[config.mk]
export PLATFORM = sky130hd
export DESIGN_NAME = alu_op_sequencer
export DESIGN_NICKNAME = d
export VERILOG_FILES = /design/src/rtl/alu_op_sequencer.sv
export SDC_FILE = /design/constraint.sdc
export NUM_CORES = 1
export LEC_CHECK = 0
export CORE_MARGIN = 4
export CORE_UTILIZATION = 36
export CTS_CLUSTER_DIAMETER = 100
export DETAILED_ROUTE_END_ITERATION = 8
export GPL_ROUTABILITY_DRIVEN = 0
export GPL_TIMING_DRIVEN = 0
export PLACE_DENSITY = 0.74
export SKIP_CTS_REPAIR_TIMING = 1
export SLEW_MARGIN = 10
export SYNTH_ARGS = -nofsm -noshare
export SYNTH_HDL_FRONTEND = slang
export SYNTH_SLANG_ARGS = --single-unit
[constraint.sdc]
create_clock -name Clock -period 1.7 [get_ports Clock]
set_clock_uncertainty 0.1 [all_clocks]
set_input_delay 0.34 -clock Clock [delete_from_list [all_inputs] [get_ports Clock]]
set_output_delay 0.34 -clock Clock [all_outputs]
set_load 0.005 [all_outputs]
[src/rtl/alu_op_sequencer.sv]
// Control stage in front of the 16-bit ALU slice array: latches one operation,
// drives the decoded ALU controls for SETTLE_CYCLES cycles, then captures result and flags.
module alu_op_sequencer #(
  parameter int unsigned SETTLE_CYCLES = 1
) (
  input  logic        Clock,
  input  logic        Reset,
  input  logic        Start,
  input  logic [3:0]  Opcode,
  input  logic [3:0]  ShAmt,
  input  logic [15:0] OpA,
  input  logic [15:0] OpB,
  output logic        Busy,
  output logic        Done,
  output logic [15:0] Result,
  output logic        FlagZ,
  output logic        FlagN,
  output logic        FlagC,
  output logic        FlagV,
  output logic [15:0] A,
  output logic [15:0] B,
  output logic        CIn,
  output logic        SUB,
  output logic        ZeroA,
  output logic        FAOut,
  output logic        AND,
  output logic        OR,
  output logic        XOR,
  output logic        NOT,
  output logic        NAND,
  output logic        NOR,
  output logic        Sign,
  output logic        ShSignIn,
  output logic        Sh1,
  output logic        Sh2,
  output logic        Sh4,
  output logic        Sh8,
  output logic        ShB,
  output logic        ShL,
  output logic        ShR,
  output logic        ShOut,
  output logic        LLI,
  output logic        ALUEnable,
  input  logic [15:0] ALUOut,
  input  logic        CIn_Slice,
  input  logic        COut,
  input  logic        nZ,
  input  logic        Sum
);

  localparam logic [3:0] CNT_LOAD = 4'(SETTLE_CYCLES - 1);

  typedef enum logic [1:0] {
    ST_IDLE,
    ST_DRIVE,
    ST_DONE
  } state_e;

  typedef enum logic [3:0] {
    OP_ADD, OP_ADC, OP_SUB, OP_SBC, OP_NEG,
    OP_AND, OP_OR, OP_XOR, OP_NOT, OP_NAND, OP_NOR,
    OP_LSL, OP_LSR, OP_ASR, OP_LUI, OP_LLI
  } opcode_e;

  state_e      state_q, state_d;
  opcode_e     opc_q, opc_d;
  logic [3:0]  cnt_q, cnt_d;
  logic [3:0]  sh_q, sh_d;
  logic [15:0] a_q, a_d;
  logic [15:0] b_q, b_d;
  logic [15:0] result_q, result_d;
  logic        carry_q, carry_d;
  logic        z_q, z_d;
  logic        n_q, n_d;
  logic        c_q, c_d;
  logic        v_q, v_d;

  // NOTE: every always_comb output gets a default first, so no path can infer a latch.
  always_comb begin
    state_d  = state_q;
    opc_d    = opc_q;
    cnt_d    = cnt_q;
    sh_d     = sh_q;
    a_d      = a_q;
    b_d      = b_q;
    result_d = result_q;
    carry_d  = carry_q;
    z_d      = z_q;
    n_d      = n_q;
    c_d      = c_q;
    v_d      = v_q;

    case (state_q)
      ST_IDLE, ST_DONE: begin
        if (Start) begin
          state_d = ST_DRIVE;
          opc_d   = opcode_e'(Opcode);
          sh_d    = ShAmt;
          a_d     = OpA;
          b_d     = OpB;
          cnt_d   = CNT_LOAD;
          // ADC/SBC use the carry as it stands now, not whatever it becomes later.
          carry_d = c_q;
        end else begin
          state_d = ST_IDLE;
        end
      end
      ST_DRIVE: begin
        if (cnt_q != 4'd0) begin
          cnt_d = cnt_q - 4'd1;
        end else begin
          state_d  = ST_DONE;
          result_d = ALUOut;
          if (opc_q <= OP_NEG) begin
            z_d = ~nZ;
            n_d = Sum;
            c_d = COut;
            v_d = CIn_Slice ^ COut;
          end else if (opc_q <= OP_ASR) begin
            z_d = ~nZ;
            n_d = Sum;
          end
        end
      end
      default: state_d = ST_IDLE;
    endcase
  end

  // NOTE: operand latches are reset along with the rest because A/B must read 0 after reset.
  always_ff @(posedge Clock) begin
    if (Reset) begin
      state_q  <= ST_IDLE;
      opc_q    <= OP_ADD;
      cnt_q    <= '0;
      sh_q     <= '0;
      a_q      <= '0;
      b_q      <= '0;
      result_q <= '0;
      carry_q  <= 1'b0;
      z_q      <= 1'b0;
      n_q      <= 1'b0;
      c_q      <= 1'b0;
      v_q      <= 1'b0;
    end else begin
      state_q  <= state_d;
      opc_q    <= opc_d;
      cnt_q    <= cnt_d;
      sh_q     <= sh_d;
      a_q      <= a_d;
      b_q      <= b_d;
      result_q <= result_d;
      carry_q  <= carry_d;
      z_q      <= z_d;
      n_q      <= n_d;
      c_q      <= c_d;
      v_q      <= v_d;
    end
  end

  always_comb begin
    ALUEnable = 1'b0;
    CIn       = 1'b0;
    SUB       = 1'b0;
    ZeroA     = 1'b0;
    FAOut     = 1'b0;
    AND       = 1'b0;
    OR        = 1'b0;
    XOR       = 1'b0;
    NOT       = 1'b0;
    NAND      = 1'b0;
    NOR       = 1'b0;
    Sign      = 1'b0;
    ShSignIn  = 1'b0;
    Sh1       = 1'b0;
    Sh2       = 1'b0;
    Sh4       = 1'b0;
    Sh8       = 1'b0;
    ShB       = 1'b0;
    ShL       = 1'b0;
    ShR       = 1'b0;
    ShOut     = 1'b0;
    LLI       = 1'b0;

    if (state_q == ST_DRIVE) begin
      ALUEnable = 1'b1;
      case (opc_q)
        OP_ADD:  FAOut = 1'b1;
        OP_ADC:  begin FAOut = 1'b1; CIn = carry_q; end
        OP_SUB:  begin FAOut = 1'b1; SUB = 1'b1; CIn = 1'b1; end
        OP_SBC:  begin FAOut = 1'b1; SUB = 1'b1; CIn = carry_q; end
        OP_NEG:  begin FAOut = 1'b1; SUB = 1'b1; ZeroA = 1'b1; CIn = 1'b1; end
        OP_AND:  AND  = 1'b1;
        OP_OR:   OR   = 1'b1;
        OP_XOR:  XOR  = 1'b1;
        OP_NOT:  NOT  = 1'b1;
        OP_NAND: NAND = 1'b1;
        OP_NOR:  NOR  = 1'b1;
        OP_LSL:  begin ShOut = 1'b1; ShL = 1'b1; {Sh8, Sh4, Sh2, Sh1} = sh_q; end
        OP_LSR:  begin ShOut = 1'b1; ShR = 1'b1; {Sh8, Sh4, Sh2, Sh1} = sh_q; end
        OP_ASR:  begin
          ShOut = 1'b1; ShR = 1'b1; ShSignIn = 1'b1;
          {Sh8, Sh4, Sh2, Sh1} = sh_q;
        end
        OP_LUI:  begin ShOut = 1'b1; ShB = 1'b1; ShL = 1'b1; Sh8 = 1'b1; end
        OP_LLI:  begin ShOut = 1'b1; LLI = 1'b1; end
        default: ALUEnable = 1'b1;
      endcase
    end
  end

  assign Busy   = (state_q == ST_DRIVE);
  assign Done   = (state_q == ST_DONE);
  assign Result = result_q;
  assign FlagZ  = z_q;
  assign FlagN  = n_q;
  assign FlagC  = c_q;
  assign FlagV  = v_q;
  assign A      = a_q;
  assign B      = b_q;

endmodule

==> impl_metrics.yaml, run 1 <==
layout:
  final_layout_size_suffix_gt1_share_pct: 27.2
  commonest_cells_after_routing_fill_and_taps_aside: "116 x sky130_fd_sc_hd__nand2_1, 113 x sky130_fd_sc_hd__clkdlybuf4s50_1, 59 x sky130_fd_sc_hd__dfxtp_1"
  antenna-diode-count: 0
  syn_to_final_growth_pct: 84.8
  sequential_cell_area_um2: 1360
  nets: 594
  multiInputGateArea_um2: 1470
  most_common_library_cell_in_the_layout_ignoring_fill_and_taps: "sky130_fd_sc_hd__nand2_1"
  final_cell_area_um2: 4960
  n_fill_cell: 571
drt:
  drt-total-wl_um: 9790
  drt-wirelength-per-cell_um: 15.5
  drt_drc_violations_left: 0
  drt_first_iter_violations: 108
  viasPerCell: 4.87
  dr.pass1.iters: 4
  num_vias: 3081
  postRouteAntennaNets: 0
sta:
  maxSlewHeadroom_pct: 63.7
  layout_setup_ws_ns: -0.275
  hold_viol_final: 0
  fin_worst_hold_slack_ns: 0.355
  timing.final.setup_violations: 25
  rsz_0062_raised_after_global_routing: "yes"
  fmax_ghz: 0.506
  fin_crit_ns: 1.98
  timing.final.crit_share_pct: 116
  worst_margin_pin_slew_ns: 0.544
  final-max-slew-violation-count: 0
setup_path:
  cp-endpoint: "CIn"
  critical_path.cell_chain: "buf_4, nand2b_2, a21oi_2, a21oi_1, nor3_1, buf_2"
  cpPeakStageDelay_ns: 0.37
  cp-start-kind: "register"
  r2r_start: "cnt_q[0]"
  crit_path_top_delay_cell: "sky130_fd_sc_hd__dfxtp_4"
  reg2reg_to: "FlagN"
  timing_worst_setup_path_type: "reg -> out"
  rr_worst_depth: 6
  worstPathArrival_ns: 1.54
  critPathRequiredTime_ns: 1.26
  cp-startpoint: "opc_q[1]"
  worst-path-max-fanout: 4
  slack_of_the_worst_reg_to_reg_path_ns: -0.12
  endpoint_kind: "output port"
die:
  rows: 31
  initial_core_util_pct: 37.0
  chipWidth_um: 94.4
  num_io_pins: 139
  fp.coreArea_um2: 7250
  die_h_um: 94.4
  die_area_um2: 8900
logic_synthesis:
  synthArstFlopShare_pct: 0
  seq_area_frac_synth_pct: 50.0
  ys.warnings.count: 0
  avgSynthCellArea_um2: 7.69
  synth_adder_area_share_pct: 0.466
  synth-edff-count: 0
  synth.cell_area_um2: 2690
  postSynth.topFlopCell: "sky130_fd_sc_hd__dfxtp_1"
  syn_inst_count: 349
  synth.area.mux_share_pct: 1.86
  synth-compound-area-share_pct: 14.4
  cell_types_with_the_largest_area_share_after_synthesis: "sky130_fd_sc_hd__dfxtp_1 50%, sky130_fd_sc_hd__nand2_1 17%, sky130_fd_sc_hd__a21oi_1 12%"
  xor_xnor_share_of_the_synthesized_area_pct: 0.979
  post-synth-top-area-cell: "sky130_fd_sc_hd__dfxtp_1"
  synth_top_family_by_area: "simple AND/OR/NAND/NOR gates"
  synth.ff_latch_count: 67
  simple_gate_share_of_the_synthesized_area_pct: 27.2
  post_synth_num_cell_types: 32
  mappedNetlistNets: 413
  synth_top_area_share_pct: 50.0
power_and_ir_drop:
  share_seq_of_total_power_pct: 45.3
  cellInternalPower_uw: 2790
  power.net_switching_uw: 1070
  power.share.combinational_pct: 26.1
  total_leakage_power_uw: 0.00197
  pwr-share-clk_pct: 28.6
  pwr_cell_area_nw_per_um2: 778
  vdd.ir_drop.worst_v: 0.000351
  power.switching_fraction_pct: 27.6
flow_run:
  cap_viol_max_count: 0
outcome:
  status: "finished, violations left"
  violations_in_the_final_reports: "negative setup slack"
placement:
  place.port_buffers: 137
  post_dp_cell_area_um2: 4180
  detailedPlacementHpwl_um: 5980
clocking:
  cts.path.max_buffers: 2
  clk_transition_reported_paths_ns: 0.07
  tritoncts.num_buffers: 9
  cts.sink_count: 67
  root_buffer_selected_by_cts: "sky130_fd_sc_hd__clkbuf_8"
  cts_max_level: 3
  tritoncts: "built"
  worstSkewPairLatency_ns: 0.32
grt:
  wire_length_of_the_first_global_routing_pass_um: 12000
  grt_start_max_net_pins: 11
  grt_pass1_vias: 2642
  global_route.usage.total_pct: 17.2
  gr-total-overflow: 0
  number_of_antenna_violations_at_the_first_check_in_global_routing: 0
hold_path:
  min-delay-start: "A[8]"
  worst_hold_path_type: "reg -> reg"
[worst min path at each step]
stage | end | slack, ns | depth (start not counted)
finish | A[8] | 0.35 | 2
global route | A[9] | 0.37 | 2
CTS | sh_q[2] | 0.35 | 2
detailed placement | sh_q[2] | 0.34 | 2
global placement | sh_q[1] | 0.34 | 2
floorplan | sh_q[0] | 0.33 | 2
[critical path, delay by kind of cell (launching register included)]
family                 cells  cell delay, ns
flip-flops                 1            0.37
buffers and inverters      2            0.28
AND/OR/NAND/NOR            2            0.32
AO/OA/AOI/OAI              2            0.24
[Yosys cell counts, types with 3 or more instances]
master,n
sky130_fd_sc_hd__nand2_1,122
sky130_fd_sc_hd__dfxtp_1,67
sky130_fd_sc_hd__a21oi_1,62
sky130_fd_sc_hd__nor2_1,21
sky130_fd_sc_hd__clkbuf_1,13
sky130_fd_sc_hd__buf_1,7
sky130_fd_sc_hd__nor3_1,6
sky130_fd_sc_hd__inv_1,5
sky130_fd_sc_hd__mux2i_1,5
sky130_fd_sc_hd__nand2b_1,5
sky130_fd_sc_hd__buf_4,4
sky130_fd_sc_hd__nor4_1,4
sky130_fd_sc_hd__and2_1,3
sky130_fd_sc_hd__nor2b_1,3
[metrics by stage]
| stage | setup TNS, ns | worst slack, ns | util [%] | instances | total power (µW) |
|---|---|---|---|---|---|
| floorplan | 0 | 0.0234 | - | 349 | 2110 |
| global placement | -26.44 | -0.493 | 57.6 | 585 | 2510 |
| detailed placement | -26.77 | -0.501 | 57.6 | 585 | 2530 |
| CTS | -17.98 | -0.872 | 59.8 | 600 | 3640 |
| global route | -5.65 | -0.341 | 68.4 | 633 | 4040 |
| finish | -4.13 | -0.275 | 68.4 | 633 | 3860 |
[layer usage]
layer | global-route usage (%) | routed length (µm) | vias up
li1 | - | - | 1494
met1 | 19.5 | 3820 | 1457
met2 | 29.3 | 5000 | 112
met3 | 7.09 | 742 | 18
met4 | 6.02 | 218 | 0
met5 | 0 | 0 | -
[sequential cells by signal, indices dropped and copies added (netlist names)]
signal,cells
A,16
cnt_q,4
B,16
FlagV,1
state_q,2
sh_q,4
opc_q,4
carry_q,1
FlagZ,1
FlagC,1
FlagN,1
Result,16
[power by group through the flow]
stage | logic (µW) | clock network [µW] | registers, µW
6_report | 1010 | 1100 | 1750
5_1_grt | 1080 | 1210 | 1760
4_1_cts | 763 | 1140 | 1740
3_5_place_dp | 758 | 0 | 1770
3_3_place_gp | 747 | 0 | 1770
2_1_floorplan | 337 | 0 | 1770
[cells by family (layout without fill, tap and decap cells)]
logic type	count (synthesis)	in the layout
compound gates	70	70
xor+xnor	3	3
fa+ha+maj	1	1
buf+inv	31	216
flops	67	67
mux	5	5
other cells	1	1
simple gates	171	171
[final cells by class]
type                            instances  share of cell area, %
Multi-Input combinational cell        251                   29.7
Clock inverter                          3                  0.303
Timing Repair Buffer                  170                   32.8
Tap cell                               99                   2.50
Buffer                                 26                   3.88
Sequential cell                        67                   27.4
Clock buffer                           12                   2.92
Inverter                                5                  0.429
Power figures use the tool's default switching activity.
==> run 2: changes to the inputs <==
--- a/config.mk
+++ b/config.mk
@@ -10,7 +10,6 @@
 export CTS_CLUSTER_DIAMETER = 100
 export DETAILED_ROUTE_END_ITERATION = 8
 export GPL_ROUTABILITY_DRIVEN = 0
-export GPL_TIMING_DRIVEN = 0
 export PLACE_DENSITY = 0.74
 export SKIP_CTS_REPAIR_TIMING = 1
 export SLEW_MARGIN = 10
==> run 2 against run 1 <==
Compared with the run above: the flow still finishes with violations (negative setup slack); cell area up 1.5%; setup slack improved by 0.032 ns; clock power grew 13%; final cell count decreased by 2.2%; wire length shrank 7.3%; first-iteration DRC count shrank 10%; flip-flop and latch count is the same; non-clock buffer count is 13 lower; register-to-register slack worse by 0.02 ns; sequential share of layout area is 0.43 points lower; via count decreased by 4.9%; power grew 4.2%; largest power group unchanged.
==> impl_metrics.yaml, run 2 (synthesized netlist as in run 1, its figures left out) <==
layout:
  most_common_library_cell_in_the_layout_ignoring_fill_and_taps: "sky130_fd_sc_hd__clkdlybuf4s50_1"
  commonest_cells_after_routing_fill_and_taps_aside: "113 x sky130_fd_sc_hd__clkdlybuf4s50_1, 105 x sky130_fd_sc_hd__nand2_1, 58 x sky130_fd_sc_hd__dfxtp_1"
  final_cell_area_um2: 5040
  stdcell_count: 619
  syn_to_final_growth_pct: 87.6
  antenna-diode-count: 0
  final_layout_size_suffix_gt1_share_pct: 30.2
  n_fill_cell: 565
  nets: 581
drt:
  drt_drc_violations_left: 0
  dr.pass1.iters: 4
  viasPerCell: 4.73
  drt-wirelength-per-cell_um: 14.7
  drt-total-wl_um: 9080
  num_vias: 2929
  drt_first_iter_violations: 97
  postRouteAntennaNets: 0
placement:
  place.port_buffers: 137
  post_dp_cell_area_um2: 4330
  detailedPlacementHpwl_um: 5980
  placedCellCount: 590
clocking:
  tritoncts: "built"
  clk_transition_reported_paths_ns: 0.07
  cts.path.max_buffers: 2
  root_buffer_selected_by_cts: "sky130_fd_sc_hd__clkbuf_8"
  cts_max_level: 3
  cts.sink_count: 67
  tritoncts.num_buffers: 9
  worstSkewPairLatency_ns: 0.34
sta:
  hold_viol_final: 0
  final-max-slew-violation-count: 0
  fmax_ghz: 0.515
  layout_setup_ws_ns: -0.243
  rsz_0062_raised_after_global_routing: "yes"
  timing.final.setup_violations: 38
  fin_crit_ns: 1.94
  timing.final.crit_share_pct: 114
power_and_ir_drop:
  power.switching_fraction_pct: 27.1
  share_seq_of_total_power_pct: 43.3
  total_leakage_power_uw: 0.00202
  vdd.ir_drop.worst_v: 0.000407
  power.net_switching_uw: 1090
  cellInternalPower_uw: 2930
  pwr_cell_area_nw_per_um2: 798
  power.share.combinational_pct: 25.7
  pwr-share-clk_pct: 30.9
die:
  rows: 31
  die_h_um: 94.4
  num_io_pins: 139
  initial_core_util_pct: 37.0
  chipWidth_um: 94.4
  die_area_um2: 8900
  fp.coreArea_um2: 7250
setup_path:
  rr_worst_depth: 8
  timing_worst_setup_path_type: "reg -> out"
  endpoint_kind: "output port"
  slack_of_the_worst_reg_to_reg_path_ns: -0.14
  critical_path.cell_chain: "buf_6, nand2b_4, a21oi_2, a21oi_1, nor3_1, buf_2"
  cpPeakStageDelay_ns: 0.37
  r2r_start: "cnt_q[1]"
  worstPathBufferInverterCount: 2
  reg2reg_to: "Result[15]"
  worstPathArrival_ns: 1.50
  worst-path-max-fanout: 8
  critPathRequiredTime_ns: 1.26
  cp-start-kind: "register"
  crit_path_top_delay_cell: "sky130_fd_sc_hd__dfxtp_4"
  crit_family: "flip-flops"
grt:
  global_route.usage.total_pct: 17.6
  wire_length_of_the_first_global_routing_pass_um: 12500
  grt_start_max_net_pins: 31
  number_of_antenna_violations_at_the_first_check_in_global_routing: 0
  gr-total-overflow: 0
  grt_pass1_vias: 2766
hold_path:
  worstHoldEndpoint: "Result[9]"
  cells_on_worst_hold_path: 2
  min-delay-start: "Reset"
  worst_hold_path_type: "in -> reg"
outcome:
  status: "finished, violations left"
  violations_in_the_final_reports: "negative setup slack"
flow_run:
  cap_viol_max_count: 0
[run 2: cell count changes in the layout (fill, tap and decap cells not counted), sizes merged]
cell,delta
buf,+3
clkbuf,-15
clkinv,-2
clkinvlp,+1
inv,-1
[run 2: worst max-delay path by stage]
stage / depth (start not counted) / slack [ns] / from / to
final: 6 / -0.24 / opc_q[1] / CIn
after global routing: 6 / -0.32 / opc_q[0] / CIn
after CTS: 5 / -0.66 / opc_q[0] / Sh4
after detailed placement: 5 / -0.29 / opc_q[0] / Sh4
after global placement: 6 / -0.21 / state_q[1] / Sh1
after floorplan: 6 / 0.02 / cnt_q[0] / FlagN
[run 2: layer usage]
metal / global-route usage, % / vias up / wire (µm)
met2: 30.0 / 89 / 4740
met5: 0 / - / 0
li1: - / 1470 / -
met3: 5.34 / 14 / 643
met1: 20.5 / 1356 / 3560
met4: 7.58 / 0 / 136
[run 2: power by group through the flow]
stage | Sequential [µW] | Clock (µW) | Combinational [µW]
final | 1740 | 1240 | 1040
after global routing | 1760 | 1360 | 1110
after CTS | 1730 | 1290 | 815
after detailed placement | 1770 | 0 | 812
after global placement | 1760 | 0 | 797
after floorplan | 1770 | 0 | 337
[run 2: area by class of cell]
| class | instances | area, µm² | share of cell area (%) |
|---|---|---|---|
| multi-input cells | 251 | 1580 | 31.4 |
| flip-flops and latches | 67 | 1360 | 27.0 |
| clock inverters | 1 | 7.51 | 0.149 |
| repair buffers | 183 | 1760 | 35.0 |
| well taps | 99 | 124 | 2.46 |
| inverters | 5 | 23.8 | 0.472 |
| clock buffers | 13 | 179 | 3.55 |
[run 2: worst reg2reg max path: cells and delay by family, from the launching register on]
family,cells,cell delay [ns]
flops,1,0.33
compound gates,1,0.12
buf+inv,3,0.42
fa+ha+maj,1,0.14
simple gates,3,0.66
[run 2: metrics by stage]
| step | hold slack, ns | setup slack (ns) | util [%] | setup TNS, ns | power (µW) |
|---|---|---|---|---|---|
| floorplan | 0.332 | 0.0234 | - | 0 | 2110 |
| detailed placement | 0.342 | -0.287 | 59.6 | -3.76 | 2580 |
| global placement | 0.341 | -0.211 | 59.6 | -2.99 | 2560 |
| finish | 0.290 | -0.243 | 69.4 | -4.21 | 4020 |
| global route | 0.309 | -0.322 | 69.4 | -6.82 | 4220 |
| CTS | 0.245 | -0.660 | 62.2 | -12.16 | 3830 |
==> run 3: changes to the inputs <==
--- a/config.mk
+++ b/config.mk
@@ -7,7 +7,6 @@
 export LEC_CHECK = 0
 export CORE_MARGIN = 4
 export CORE_UTILIZATION = 36
-export CTS_CLUSTER_DIAMETER = 100
 export DETAILED_ROUTE_END_ITERATION = 8
 export GPL_ROUTABILITY_DRIVEN = 0
 export PLACE_DENSITY = 0.74
==> results of run 3 <==
The final DEF is identical to that of run 2; final timing and power are the same.
